`src/rtl/vga_sprite_line_reader_if.sv`:
```
// Sprite RAM read port (port 2) as seen from the VGA-side line reader.
interface vga_sprite_line_reader_if #(
  parameter int ADDR_W = 11
);
  logic [ADDR_W-1:0] mem_address;
  logic              mem_chipselect;
  logic              mem_clken;
  logic [15:0]       mem_readdata;

  modport master (
    output mem_address,
    output mem_chipselect,
    output mem_clken,
    input  mem_readdata
  );

  modport slave (
    input  mem_address,
    input  mem_chipselect,
    input  mem_clken,
    output mem_readdata
  );
endinterface

```
`src/rtl/vga_sprite_line_reader.sv`:
```
// Prefetches the next scanline's sprite row into a ping-pong buffer; pixel out 1 cycle after draw_x.
// Fill takes SPR_W+1 cycles, no backpressure; SPRITE_READER_HFLIP_EN adds a mirrored-fetch hflip input.
module vga_sprite_line_reader #(
  parameter int          SPR_W       = 32,
  parameter int          SPR_H       = 32,
  parameter logic [15:0] TRANSPARENT = 16'hF81F,
  parameter int          ADDR_W      = 11
) (
  input  logic                             clk,
  input  logic                             reset,
  input  logic                             enable,
  input  logic                             line_start,
  input  logic [9:0]                       next_y,
  input  logic [9:0]                       sprite_x,
  input  logic [9:0]                       sprite_y,
  input  logic                             frame_sel,
`ifdef SPRITE_READER_HFLIP_EN
  input  logic                             hflip,
`endif
  input  logic [9:0]                       draw_x,
  vga_sprite_line_reader_if.master         mem,
  output logic [15:0]                      pixel_rgb,
  output logic                             pixel_valid,
  output logic                             fetch_busy,
  output logic                             overrun
);
  localparam int CW = $clog2(SPR_W);
  localparam int RW = $clog2(SPR_H);

  typedef enum logic [1:0] {IDLE, FETCH, DRAIN} state_e;

  state_e          state_q, state_d;
  logic [CW-1:0]   col_q, col_d;
  logic [RW-1:0]   row_q;
  logic            frame_q;
  logic            bank_sel_q;
  logic [1:0]      valid_q;
  logic [9:0]      x_q [2];
  logic            overrun_q;
  logic            wr_pend_q;
  logic [CW-1:0]   wr_col_q;
  logic            wr_bank_q;
  logic [15:0]     pixel_rgb_q;
  logic            pixel_valid_q;
  logic [15:0]     line_q [2][SPR_W];

  logic [10:0]     row_full;
  logic            row_hit;
  logic            busy;
  logic            issue;
  logic [CW-1:0]   col_issue;
  logic [10:0]     dx;
  logic            dx_hit;
  logic [15:0]     front_word;

  // 11-bit difference keeps a sprite_y above next_y negative instead of wrapping into range
  assign row_full = {1'b0, next_y} - {1'b0, sprite_y};
  assign row_hit  = enable && !row_full[10] && (row_full < 11'(SPR_H));

`ifdef SPRITE_READER_HFLIP_EN
  logic hflip_q;
  assign col_issue = hflip_q ? ~col_q : col_q;
`else
  assign col_issue = col_q;
`endif

  // State register
  always_ff @(posedge clk) begin
    if (reset) begin
      state_q <= IDLE;
    end else begin
      state_q <= state_d;
    end
  end

  // Next-state logic; a line_start always restarts regardless of the current state
  always_comb begin
    state_d = state_q;
    col_d   = col_q;
    case (state_q)
      IDLE:  state_d = IDLE;
      FETCH: begin
        col_d = col_q + 1'b1;
        if (col_q == CW'(SPR_W - 1)) state_d = DRAIN;
      end
      DRAIN: state_d = IDLE;
      default: state_d = IDLE;
    endcase
    if (line_start) begin
      state_d = row_hit ? FETCH : IDLE;
      col_d   = '0;
    end
  end

  // Output logic
  always_comb begin
    busy               = (state_q != IDLE);
    issue              = (state_q == FETCH);
    mem.mem_address    = issue ? ADDR_W'({frame_q, row_q, col_issue}) : '0;
    mem.mem_chipselect = busy;
    mem.mem_clken      = busy;
  end

  assign dx         = {1'b0, draw_x} - {1'b0, x_q[bank_sel_q]};
  assign dx_hit     = valid_q[bank_sel_q] && !dx[10] && (dx < 11'(SPR_W));
  assign front_word = line_q[bank_sel_q][dx[CW-1:0]];

  always_ff @(posedge clk) begin
    if (reset) begin
      col_q         <= '0;
      row_q         <= '0;
      frame_q       <= 1'b0;
      bank_sel_q    <= 1'b0;
      valid_q       <= '0;
      x_q           <= '{default: '0};
      overrun_q     <= 1'b0;
      wr_pend_q     <= 1'b0;
      wr_col_q      <= '0;
      wr_bank_q     <= 1'b0;
      pixel_rgb_q   <= '0;
      pixel_valid_q <= 1'b0;
`ifdef SPRITE_READER_HFLIP_EN
      hflip_q       <= 1'b0;
`endif
    end else begin
      col_q     <= col_d;
      // Write target is frozen at issue time so a swap cannot redirect the in-flight word
      wr_pend_q <= issue;
      wr_col_q  <= col_q;
      wr_bank_q <= ~bank_sel_q;
      if (line_start) begin
        bank_sel_q          <= ~bank_sel_q;
        valid_q[bank_sel_q] <= 1'b0;
        x_q[bank_sel_q]     <= sprite_x;
        row_q               <= row_full[RW-1:0];
        frame_q             <= frame_sel;
`ifdef SPRITE_READER_HFLIP_EN
        hflip_q             <= hflip;
`endif
        if (busy) overrun_q <= 1'b1;
      end else if (state_q == DRAIN) begin
        valid_q[~bank_sel_q] <= 1'b1;
      end
      pixel_rgb_q   <= dx_hit ? front_word : 16'h0000;
      pixel_valid_q <= dx_hit && (front_word != TRANSPARENT);
    end
  end

  always_ff @(posedge clk) begin
    if (wr_pend_q) line_q[wr_bank_q][wr_col_q] <= mem.mem_readdata;
  end

  assign pixel_rgb   = pixel_rgb_q;
  assign pixel_valid = pixel_valid_q;
  assign fetch_busy  = busy;
  assign overrun     = overrun_q;
endmodule

```
`src/flat_wrapper.sv`:
```
// flat-port wrapper written by rule: the top's interface ports become plain ports
module vga_sprite_line_reader_flat 
#(
  parameter int          SPR_W       = 32,
  parameter int          SPR_H       = 32,
  parameter logic [15:0] TRANSPARENT = 16'hF81F,
  parameter int          ADDR_W      = 11
)
  (clk, reset, enable, line_start, next_y, sprite_x, sprite_y, frame_sel, draw_x, pixel_rgb, pixel_valid, fetch_busy, overrun, mem_mem_address, mem_mem_chipselect, mem_mem_clken, mem_mem_readdata);
  vga_sprite_line_reader_if #(.ADDR_W(ADDR_W)) mem_i ();
  input  logic clk;
  input  logic reset;
  input  logic enable;
  input  logic line_start;
  input  logic [9:0] next_y;
  input  logic [9:0] sprite_x;
  input  logic [9:0] sprite_y;
  input  logic frame_sel;
  input  logic [9:0] draw_x;
  output logic [15:0] pixel_rgb;
  output logic pixel_valid;
  output logic fetch_busy;
  output logic overrun;
  output wire logic [$bits(mem_i.mem_address)-1:0] mem_mem_address;
  output wire logic [$bits(mem_i.mem_chipselect)-1:0] mem_mem_chipselect;
  output wire logic [$bits(mem_i.mem_clken)-1:0] mem_mem_clken;
  input wire logic [$bits(mem_i.mem_readdata)-1:0] mem_mem_readdata;
  assign mem_mem_address = mem_i.mem_address;
  assign mem_mem_chipselect = mem_i.mem_chipselect;
  assign mem_mem_clken = mem_i.mem_clken;
  assign mem_i.mem_readdata = mem_mem_readdata;
  vga_sprite_line_reader #(.SPR_W(SPR_W), .SPR_H(SPR_H), .TRANSPARENT(TRANSPARENT), .ADDR_W(ADDR_W)) u_core (.clk(clk), .reset(reset), .enable(enable), .line_start(line_start), .next_y(next_y), .sprite_x(sprite_x), .sprite_y(sprite_y), .frame_sel(frame_sel), .draw_x(draw_x), .mem(mem_i), .pixel_rgb(pixel_rgb), .pixel_valid(pixel_valid), .fetch_busy(fetch_busy), .overrun(overrun));
endmodule
```
`config.mk`:
```
export PLATFORM = sky130hd
export DESIGN_NAME = vga_sprite_line_reader_flat
export DESIGN_NICKNAME = d
export VERILOG_FILES = /design/src/rtl/vga_sprite_line_reader_if.sv /design/src/rtl/vga_sprite_line_reader.sv /design/src/flat_wrapper.sv
export SDC_FILE = /design/constraint.sdc
export NUM_CORES = 1
export LEC_CHECK = 0
export ABC_AREA = 1
export CAP_MARGIN = 25
export CORE_ASPECT_RATIO = 1.25
export CORE_UTILIZATION = 30
export DETAILED_ROUTE_END_ITERATION = 16
export GPL_ROUTABILITY_DRIVEN = 0
export PLACE_DENSITY = 0.43
export SLEW_MARGIN = 20
export SYNTH_ARGS = -nofsm -noshare
export SYNTH_HDL_FRONTEND = slang
export SYNTH_SLANG_ARGS = --single-unit
```
`constraint.sdc`:
```
create_clock -name clk -period 3 [get_ports clk]
set_input_delay 0.6 -clock clk [delete_from_list [all_inputs] [get_ports clk]]
set_output_delay 0.6 -clock clk [all_outputs]
set_load 0.02 [all_outputs]
```
### Word-level counts from Yosys, hierarchy flattened

Memory sizes are Yosys's and may differ from the RTL's. A register that Yosys moved wholly into a read port is not among the register bits.
Cells that the tools add are included.

| storage, ports and cells | value |
|---|---|
| register bits | 61 |
| memory bits (writable) | 1024 |
| input port bits | 61 |
| word-level logic and storage cells | 86 |
| memories kept | 1 |

| cells by class | value |
|---|---|
| add/sub/neg operators | 3 |
| magnitude comparators | 11 |
| equality and inequality tests | 5 |
| muxes and demuxes | 28 |
| bitwise gates (word level) | 8 |
| reductions and logical operators | 16 |

Memories:

| memory | words | width | read ports | clocked after Yosys merged registers in | write ports | line | text |
|---|---|---|---|---|---|---|---|
| u_core.line_q | 2 | 512 | 1 | 1 | 1 | vga_sprite_line_reader.sv:45 | `logic [15:0] line_q [2][SPR_W];` |

Operators with widths:

| operator | number |
|---|---|
| $mux W512 | 1 |
| $bmux W16 S5 | 1 |
| $demux W16 S5 | 1 |
| $mux W16 | 3 |
| $mux W10 | 4 |
| $lt A11 B6 Y1 const B | 2 |
| $sub A10 B10 Y11 | 2 |
| $bwmux W20 | 1 |
| $ne A16 B16 Y1 const B | 1 |
| $ge A6 B6 Y1 const B | 2 |
| $not A5 Y6 | 2 |
| $mux W11 | 1 |
| $demux W10 S1 | 1 |
| $mux W2 | 5 |
| $logic_and A1 B1 Y1 | 9 |
| $mux W1 | 8 |
| $lt A6 B1 Y1 const B | 1 |
| $add A5 B1 Y5 const B | 1 |
| $eq A5 B5 Y1 const B | 1 |
| $lt A1 B2 Y1 const B | 2 |
| $reduce_bool A2 Y1 | 2 |
| $reduce_or A2 Y1 | 2 |
| $ne A3 B3 Y1 const B | 1 |
| $and A2 B2 Y2 | 1 |
| 12 further kinds | 16 |

### Longest topological paths before layout

Gate-level depths: netlist (run 1).

| depth | value |
|---|---|
| word-level depth | 11 |
| gate-level depth with buffers | 18 |
| mapped depth without buffers | 16 |

### Least setup slack after synthesis (run 1)

Ideal clock, no wire load.

| path | value |
|---|---|
| path type | register to register |
| start point | reg u_core.bank_sel_q |
| end point | reg u_core.pixel_valid_q (netlist: u_core.pixel_valid) |
| library setup time | 0.118 ns |
| arrival time | 2.854 ns |
| data required time | 2.882 ns |
| slack | 0.028 ns |
| cell stages (with the launch flop) | 18 |
| path through | dfxtp_1 buf_1 nand2_1 nand2_1 ha_1 fa_1 inv_1 clkbuf_1 buf_1 nand3_1 nand3_1 nand3_1 nand3_1 nand2_1 nor2_1 nand2_1 nor2_1 a21oi_1 |

| on the way | value |
|---|---|
| longest elaborated chain between the ends | 11 |

Ends and longest elaborated chain:

| item | line | text |
|---|---|---|
| from (decl) | vga_sprite_line_reader.sv:36 | `logic bank_sel_q;` |
| from (signal assigned) | vga_sprite_line_reader.sv:132 | `bank_sel_q <= ~bank_sel_q;` |
| $not A1 Y2 (not written as such) | vga_sprite_line_reader.sv:104 | `assign dx = {1'b0, draw_x} - {1'b0, x_q[bank_sel_q]};` |
| $mux W10 (not written as such) (3 in series) | vga_sprite_line_reader.sv:104 |  |
| $sub A10 B10 Y11 | vga_sprite_line_reader.sv:104 |  |
| $not A5 Y6 (not written as such) | vga_sprite_line_reader.sv:106 | `assign front_word = line_q[bank_sel_q][dx[CW-1:0]];` |
| $bmux W16 S5 | vga_sprite_line_reader.sv:106 |  |
| $mux W16 (not written as such) (2 in series) | vga_sprite_line_reader.sv:106 |  |
| $ne A16 B16 Y1 | vga_sprite_line_reader.sv:145 | `pixel_valid_q <= dx_hit && (front_word != TRANSPARENT);` |
| $logic_and A1 B1 Y1 * | vga_sprite_line_reader.sv:145 |  |
| to (signal assigned) | vga_sprite_line_reader.sv:145 |  |
| to (decl) | vga_sprite_line_reader.sv:44 | `logic pixel_valid_q;` |

Every way passes the cells marked *; elsewhere a longest branch is shown, timed or not. The select of a mux whose other input is x is not followed.
A chain may end at the register's enable or synchronous reset.

### Final worst setup path (run 1)

Ends and elaborated chain as after synthesis.

==> results summary, run 1 <==
Counting distinct cell types in the post-synthesis netlist gives 39. The detailed-placement wirelength estimate came out at 91190 um. Static timing analysis puts the maximum clock frequency at 319.3 MHz. From bottom edge to top edge, the die measures 433.7 um.

The standard-cell row count is 158. The filler cells instantiated in the layout total 14230. The routed length per placed instance is 24.40 um. The nature of the critical path endpoint is a flop. The first-pass GRT wire length is 219000 um. The number of antenna violations at the first check in global routing came to 5. The total routing usage reported by global routing is 20.05%. The number of synthesized register bits is 1086. The share of cells above drive strength 1 is 19.26%. Setup repair after global routing could not meet its margin everywhere.

The number of sinks handled by clock tree synthesis is 1086. The number of buffers added on ports came out at 92. The pin count of the biggest net entering global routing came out at 89. The checks that failed: setup timing. Clock tree synthesis selected as its root buffer the cell sky130_fd_sc_hd__clkbuf_16. The worst clock skew is 0.03156 ns. The number of cells in the finished layout apart from fillers is 6227. The number of hold violations in the final report came out at 0. The overall die area came out at 0.1506 sq mm. The max-cap check violation count is 0. The die outline width came out at 347.3 um.

The number of top-level design ports is 93. The element type at the critical path start is a flop. The met1 track demand over resource in global routing is 25.03%.

The run finished, with violations left. TritonCTS built the clock tree. For the worst-skew pair, the clock arrives at the later sink with an insertion delay of 0.74 ns.

The post-layout net count is 4295. Hold repair after CTS inserted 0 buffers. The clock network burns 36.8% of the power. The measured slew at the worst slew-check pin is 0.7463 ns. The area of the mapped netlist is 0.04472 sq mm. The placeable core region is 0.1481 sq mm.

The worst ir drop on vdd came out at 420.6 uV. The total setup violations reported at the end of the flow came out at 10. After detailed routing, the total wire length is 151900 um. The tightest min-delay check is of the in2reg type. Counting stages on the worst path, the most repeated cell is sky130_fd_sc_hd__buf_12. The post-synthesis area per instance is 11.43 sq um. The leakage dissipation is 0.02046 uW. The number of remaining DRC errors came out at 0. Of all nets on the critical path, the largest fanout is 5. The number of levels in the clock H-tree came out at 3. The commonest register cell after synthesis is sky130_fd_sc_hd__edfxtp_1. The starting density of the core is 30.20%. The relative contribution of sequential cells to total power is 43.1%. The total count of max-transition violations in the final report came to 0. The final period utilization came out at 104.4%. The design internal power is 27590 uW. The yosys synthesis warning count is 0. The fraction of power consumed by combinational cells is 20.1%.

The number of detailed-route iterations in the first pass came out at 5. The final core utilization is 38.17%. The via count came out at 30590.

The switching fraction of total power is 28.40%. The maximum cell stage delay along the critical path is 0.80 ns. The number of clock buffers added by TritonCTS is 114. The remaining global-route overflow came out at 0. The worst-case setup margin in the final layout is -0.1320 ns. Clock-pin slew was measured on the worst setup and hold paths at 0.06 ns. The number of enable-type register cells in the synthesized netlist is 1024. The required time reported for the critical path endpoint came out at 3.62 ns.

The via count of the first global-routing pass came out at 30180. The detailed router's first-iteration violation count came out at 2533. The number of nets in the synthesized netlist is 3999. The standard cell with the maximum stage delay on the critical path is sky130_fd_sc_hd__fa_4. The routing usage on met3 came out at 2.302%.

Counting flops with an async set or reset pin after synthesis yields a share of 0%. Relative to the synthesized area, the layout overhead comes to 26.36%. Dividing the detail-routed via count by the number of cells gives 4.912. The worst path arrival time came out at 3.76 ns. The count of nets left with antenna violations after detail routing is 0. Walking the worst path, the cells encountered are inv_2 -> or2_4 -> o21ai_4 -> inv_2 -> fa_4 -> buf_12 -> buf_12 -> buf_12 -> buf_16 -> nand3_1 -> nand3_1 -> nand3_2 -> nand3_2 -> nand2_1 -> nor2_1 -> nand2_1 -> nor2_1 -> a21oi_1. The worst setup path is of the reg2reg kind. The met2 track demand over resource in global routing is 35.50%. The placed instance count is 5979. The power dissipated by switching net loads came out at 10940 uW.

In the layout the commonest cells are sky130_fd_sc_hd__nand2_1, sky130_fd_sc_hd__edfxtp_1, sky130_fd_sc_hd__nand3_1. The shortest period the worst path allows came out at 3.132 ns. The post-synthesis sequential area ratio is 71.53%. The post-synthesis instance total came out at 3912.

The worst-case headroom to the max-slew limit is 50.24%. In this run the power density over the cells is 681.9 mW/mm^2. The most utilized layer in the global route result is met2. The maximum buffer depth of the clock tree is 3.

The library cell used most frequently in the layout, excluding fill and tap cells, is sky130_fd_sc_hd__nand2_1.
per-layer routing:
metal  vias to the layer above  part of all wire [%]
li1                      14330                     -
met1                     15250                    41
met2                       800                    51
met3                       212                   4.3
met4                         0                   3.5
met5                         -                     0
power by group through the flow:
| stage | Sequential [uW] | Combinational [uW] | Clock, uW |
|---|---|---|---|
| after floorplan | 16900 | 2830 | 0 |
| after global placement | 16900 | 5950 | 0 |
| after detailed placement | 16900 | 5930 | 0 |
| after CTS | 16600 | 7450 | 14500 |
| after global routing | 16600 | 8190 | 15000 |
| final | 16600 | 7740 | 14200 |
cell type report:
cell class / count / area [sq um] / share of cell area (%)
Multi-Input combinational cell: 2450 / 12940 / 22.90
Timing Repair Buffer: 418 / 4916 / 8.699
Inverter: 138 / 563.0 / 0.9963
Clock buffer: 144 / 3058 / 5.411
Antenna cell: 2 / 5.005 / 0.008856
Tap cell: 1920 / 2402 / 4.251
Clock inverter: 69 / 626.9 / 1.109
Sequential cell: 1086 / 32000 / 56.62
cell usage after synthesis, types with 6 or more instances:
cell type / n / share of area (%)
sky130_fd_sc_hd__mux2i_1: 8 / 0.18
sky130_fd_sc_hd__clkbuf_1: 49 / 0.41
sky130_fd_sc_hd__nor2_1: 254 / 2.1
sky130_fd_sc_hd__o21ai_0: 80 / 0.90
sky130_fd_sc_hd__a21oi_1: 32 / 0.36
sky130_fd_sc_hd__edfxtp_1: 1024 / 69
sky130_fd_sc_hd__or2_2: 6 / 0.084
sky130_fd_sc_hd__nand2_1: 1072 / 9.0
sky130_fd_sc_hd__dfxtp_1: 62 / 2.8
sky130_fd_sc_hd__o21ai_1: 20 / 0.22
sky130_fd_sc_hd__nor3_1: 55 / 0.62
sky130_fd_sc_hd__buf_1: 15 / 0.13
sky130_fd_sc_hd__ha_1: 24 / 0.67
sky130_fd_sc_hd__nand3_1: 850 / 9.5
sky130_fd_sc_hd__buf_4: 28 / 0.47
sky130_fd_sc_hd__o211ai_1: 23 / 0.39
sky130_fd_sc_hd__buf_2: 142 / 1.6
sky130_fd_sc_hd__inv_1: 130 / 1.1
state kept, by name (all words and copies together), names as in the netlist, named ones only:
| name | count |
|---|---|
| u_core.line_q | 1024 |
| u_core.x_q | 20 |
| u_core.pixel_rgb | 16 |
| u_core.col_issue | 5 |
| u_core.row_q | 5 |
| u_core.wr_col_q | 5 |
| u_core.state_q | 2 |
| u_core.valid_q | 2 |
| u_core.bank_sel_q | 1 |
| u_core.frame_q | 1 |
| u_core.overrun | 1 |
| u_core.pixel_valid | 1 |
| u_core.wr_bank_q | 1 |
| u_core.wr_pend_q | 1 |
timing repair:
action,CTS,global route
gates cloned,18,1
gates resized for setup,293,102
endpoints found under the setup margin,28,21
buffers inserted,16,9
pin swaps,79,30
logic make-up after synthesis:
group | after synthesis | share of synthesized area, %
xor+xnor | 6 | 0.1343
simple gates | 2246 | 21.52
buf+inv | 376 | 3.861
mux | 8 | 0.1791
fa+ha+maj | 26 | 0.7610
compound gates | 164 | 2.012
flops | 1086 | 71.53
worst paths after layout:
check,cells past startpoint,slack [ns],from,endpoint
worst max-delay path,18,-0.13,u_core.bank_sel_q$_SDFFE_PP0P_,u_core.pixel_valid$_SDFF_PP0_
worst min-delay path,1,0.19,mem_mem_readdata[5],u_core.line_q[1][261]$_DFFE_PP_
worst max register to register,18,-0.13,u_core.bank_sel_q$_SDFFE_PP0P_,u_core.pixel_valid$_SDFF_PP0_
worst min register to register,2,0.47,u_core.valid_q[0]$_SDFFE_PP0P_,u_core.valid_q[0]$_SDFFE_PP0P_
stage by stage:
step                area, sq um  total power (uW)  setup TNS (ns)  hold slack (ns)  worst slack (ns)
floorplan                 44720             19750               0           0.4403           0.02767
global placement          50200             22880          -14.12           0.4544            -1.057
detailed placement        50200             22860          -13.80           0.4589            -1.009
CTS                       55960             38580          -1.073           0.1424           -0.2255
global route              56510             39790          -1.827           0.1859           -0.2461
finish                    56510             38540         -0.6203           0.1904           -0.1320
worst max-delay path: cells and delay by family (launching register included):
| kind | cells | cell delay, ns |
|---|---|---|
| DFF | 1 | 0.34 |
| AOI/OAI and AO/OA | 2 | 0.14 |
| adders and majority gates | 1 | 0.80 |
| buffers and inverters | 6 | 0.65 |
| and+or+nand+nor | 9 | 1.06 |
Power figures use the tool's default switching activity.
==> run 2, diff against run 1 <==
Settings changed: CTS_CLUSTER_SIZE set to 10.
==> results summary, run 2 (synthesis gave the netlist of run 1 again) <==
The power density of the placed cells is 684.2 mW/mm^2. In this run the critical register-to-register path is captured at u_core.pixel_rgb[8]$_SDFF_PP0_. The signal on the critical path passes through buf_6 -> nand2_4 -> nand2_4 -> ha_4 -> fa_4 -> buf_12 -> inv_16 -> buf_16 -> buf_16 -> nand3_1 -> nand3_2 -> nand3_2 -> nand3_2 -> buf_4 -> a21oi_2 -> buf_4. The register containing the most flip-flops in the final layout is u_core.line_q. From left edge to right edge, the die measures 347.3 um. The capture point of the worst path is u_core.pixel_rgb[8]$_SDFF_PP0_. For flop-to-flop paths, the worst setup slack is -0.16 ns. The overall die area is 0.1506 sq mm. The pre-CTS setup slack is -1.009 ns. The clock-pin slew of the registers on the worst-case setup and hold paths came out at 0.05 ns. The most common cell after layout, fill and taps aside is sky130_fd_sc_hd__nand2_1. The maximum cell stage delay along the critical path came out at 0.80 ns. The pin count of the biggest net entering global routing came out at 89. The worst register-to-register path has a depth of 16.

The number of levels in the clock H-tree came out at 4. The placeable core region came out at 0.1481 sq mm. After detailed routing, the number of vias per cell comes to 4.962. The count of buffer and inverter cells on the critical path is 7.

The flow ran to the end, but the final reports show violations. Detailed placement finished with a half-perimeter wire length of 91190 um. After detailed routing, the total wire length is 152700 um. The post-layout net count is 4307. The number of antenna violations at the first check in global routing came out at 4. The tool flagged a number of max-cap violations equal to 0. The first-pass GRT wire length came out at 219800 um.

Of the available clock period, the critical path in the final layout requires 105.2%. The number of hold violations in the final report was 0. The via count of the first global-routing pass came out at 30230. The worst min-delay path startpoint is mem_mem_readdata[5].

The number of buffers added on ports came out at 92. The number of top-level design ports came out at 93. CTS saw 1086 sinks. Clock tree synthesis inserted a total of 130 buffers.

The root buffer cell is sky130_fd_sc_hd__clkbuf_16. In this run the number of cells on the critical path is 16. The total setup violations reported at the end of the flow is 12. The share of cells above drive strength 1 came out at 19.11%. The checks that failed: setup timing. The required time reported for the critical path endpoint came out at 3.71 ns. The total routing usage reported by global routing came out at 20.15%. On the critical path, the stage with the largest delay is an instance of sky130_fd_sc_hd__fa_4. Setup repair after global routing could not meet its margin everywhere.

The total count of max-transition violations in the final report is 0. The number of remaining DRC errors is 0. In the layout the commonest cells are sky130_fd_sc_hd__nand2_1, sky130_fd_sc_hd__edfxtp_1, sky130_fd_sc_hd__nand3_1. The maximum buffer depth of the clock tree came out at 3.

The analysis attributes to cell leakage a power of 0.02046 uW. The final route contains 30800 vias. The worst path arrival time is 3.86 ns. After layout, the design draws a total of 38510 uW. The count of nets left with antenna violations after detail routing came out at 0. The clock latency at the later pin of the worst-skew pair is 0.77 ns. For this block, the initial DRC count from the detailed router was 2410. The worst setup path is captured at a flop. The class of the worst hold path is in2reg.

The maximum net fanout on the critical path came out at 9. The vertical die dimension is 433.7 um. The final core utilization is 38.01%.

The worst clock skew came out at 0.02420 ns. The shortest period the worst path allows came out at 3.156 ns. The flip-flop count of the largest register, all copies and words added came out at 1024. The worst ir drop on vdd is 511.4 uV. The measured slew at the worst slew-check pin came out at 0.7340 ns. TritonCTS built the clock tree. Grouping stages by cell kind, the critical path spends the most delay in buffers and inverters.

The remaining global-route overflow came out at 0. The number of fillers in the final layout is 14250. The timing startpoint of the critical path is u_core.bank_sel_q$_SDFFE_PP0P_. The highest achievable clock rate is 316.8 MHz.

By instance count, the cell type seen most on the critical path is sky130_fd_sc_hd__nand3_2. Compared with the post-synthesis result, the final layout area differs by 25.86%. The startpoint of the worst register-to-register path is u_core.bank_sel_q$_SDFFE_PP0P_. The standard-cell row count came out at 158. The pre-antenna-repair detailed-routing pass consisted of 7 iterations. The worst-case setup margin in the final layout came out at -0.1562 ns. The number of hold buffers added after cts is 0. The critical path class is reg2reg.

The starting density of the core came out at 30.20%. The worst-case headroom to the max-slew limit came out at 50.69%. The element type at the critical path start is a flop. In the final routed layout, each cell accounts on average for 24.60 um.
-- run 2: changes by cell type in the layout (fill, tap and decap cells not counted), sizes merged --
| cell | previous run | this run |
|---|---|---|
| clkinv | 55 | 10 |
| buf | 339 | 331 |
| bufbuf | 2 | 3 |
| inv | 137 | 144 |
| dlymetal6s2s | 4 | 7 |
| bufinv | 11 | 1 |
| clkbuf | 145 | 182 |
| clkinvlp | 4 | 2 |
| clkdlybuf4s50 | 68 | 65 |
-- run 2: cell type report --
cell class                      count  area (sq um)  share of cell area [%]
Inverter                          138         565.5                   1.005
Clock buffer                      178          3485                   6.191
Timing Repair Buffer              414          4796                   8.520
Clock inverter                     19         205.2                  0.3646
Antenna cell                        2         5.005                0.008891
Sequential cell                  1086         32000                   56.85
Multi-Input combinational cell   2450         12830                   22.80
Tap cell                         1920          2402                   4.268
-- run 2: worst reg2reg max path, cell delays in order (launching register included) --
cell                      delay (ns)
sky130_fd_sc_hd__dfxtp_2        0.33
sky130_fd_sc_hd__buf_6          0.13
sky130_fd_sc_hd__nand2_4        0.06
sky130_fd_sc_hd__nand2_4        0.05
sky130_fd_sc_hd__ha_4           0.16
sky130_fd_sc_hd__fa_4           0.80
sky130_fd_sc_hd__buf_12         0.16
sky130_fd_sc_hd__inv_16         0.08
sky130_fd_sc_hd__buf_16         0.17
sky130_fd_sc_hd__buf_16         0.19
sky130_fd_sc_hd__nand3_1        0.10
sky130_fd_sc_hd__nand3_2        0.15
sky130_fd_sc_hd__nand3_2        0.15
sky130_fd_sc_hd__nand3_2        0.11
sky130_fd_sc_hd__buf_4          0.15
sky130_fd_sc_hd__a21oi_2        0.16
sky130_fd_sc_hd__buf_4          0.15
-- run 2: worst min path at each step --
stage / to / slack, ns / cells past startpoint
2_1_floorplan: u_core.valid_q[1]$_SDFFE_PP0P_ / 0.44 / 2
3_3_place_gp: u_core.valid_q[0]$_SDFFE_PP0P_ / 0.45 / 2
3_5_place_dp: u_core.valid_q[0]$_SDFFE_PP0P_ / 0.46 / 2
4_1_cts: u_core.line_q[0][261]$_DFFE_PP_ / 0.12 / 1
5_1_grt: u_core.line_q[0][277]$_DFFE_PP_ / 0.15 / 1
6_report: u_core.line_q[0][277]$_DFFE_PP_ / 0.16 / 1
-- run 2: power by group --
part	internal (uW)	switching [uW]
clock network	8160	6200
logic	2760	4780
registers	16600	26.7
-- run 2: routing by layer --
metal | global-route usage [%] | vias up | wire length [um]
met1 | 24.96 | 15480 | 63150
li1 | - | 14330 | -
met3 | 2.670 | 221 | 6341
met4 | 7.479 | 0 | 5246
met5 | 0 | - | 0
met2 | 35.64 | 777 | 77980
-- run 2: repair_timing --
| item | 4_1_cts | 5_1_grt |
|---|---|---|
| cloned | 15 | 4 |
| pin swaps | 68 | 61 |
| endpoints found under the setup margin | 28 | 24 |
| gates resized for setup | 263 | 119 |
| setup buffers | 15 | 3 |
-- run 2: metrics by stage --
stage	cells	hold slack [ns]	instance area [sq um]	setup TNS [ns]
floorplan	3912	0.4403	44720	0
global placement	5979	0.4544	50200	-14.12
detailed placement	5979	0.4589	50200	-13.80
CTS	6204	0.1241	55680	-1.266
global route	6206	0.1506	56290	-1.792
finish	6207	0.1599	56290	-0.7935
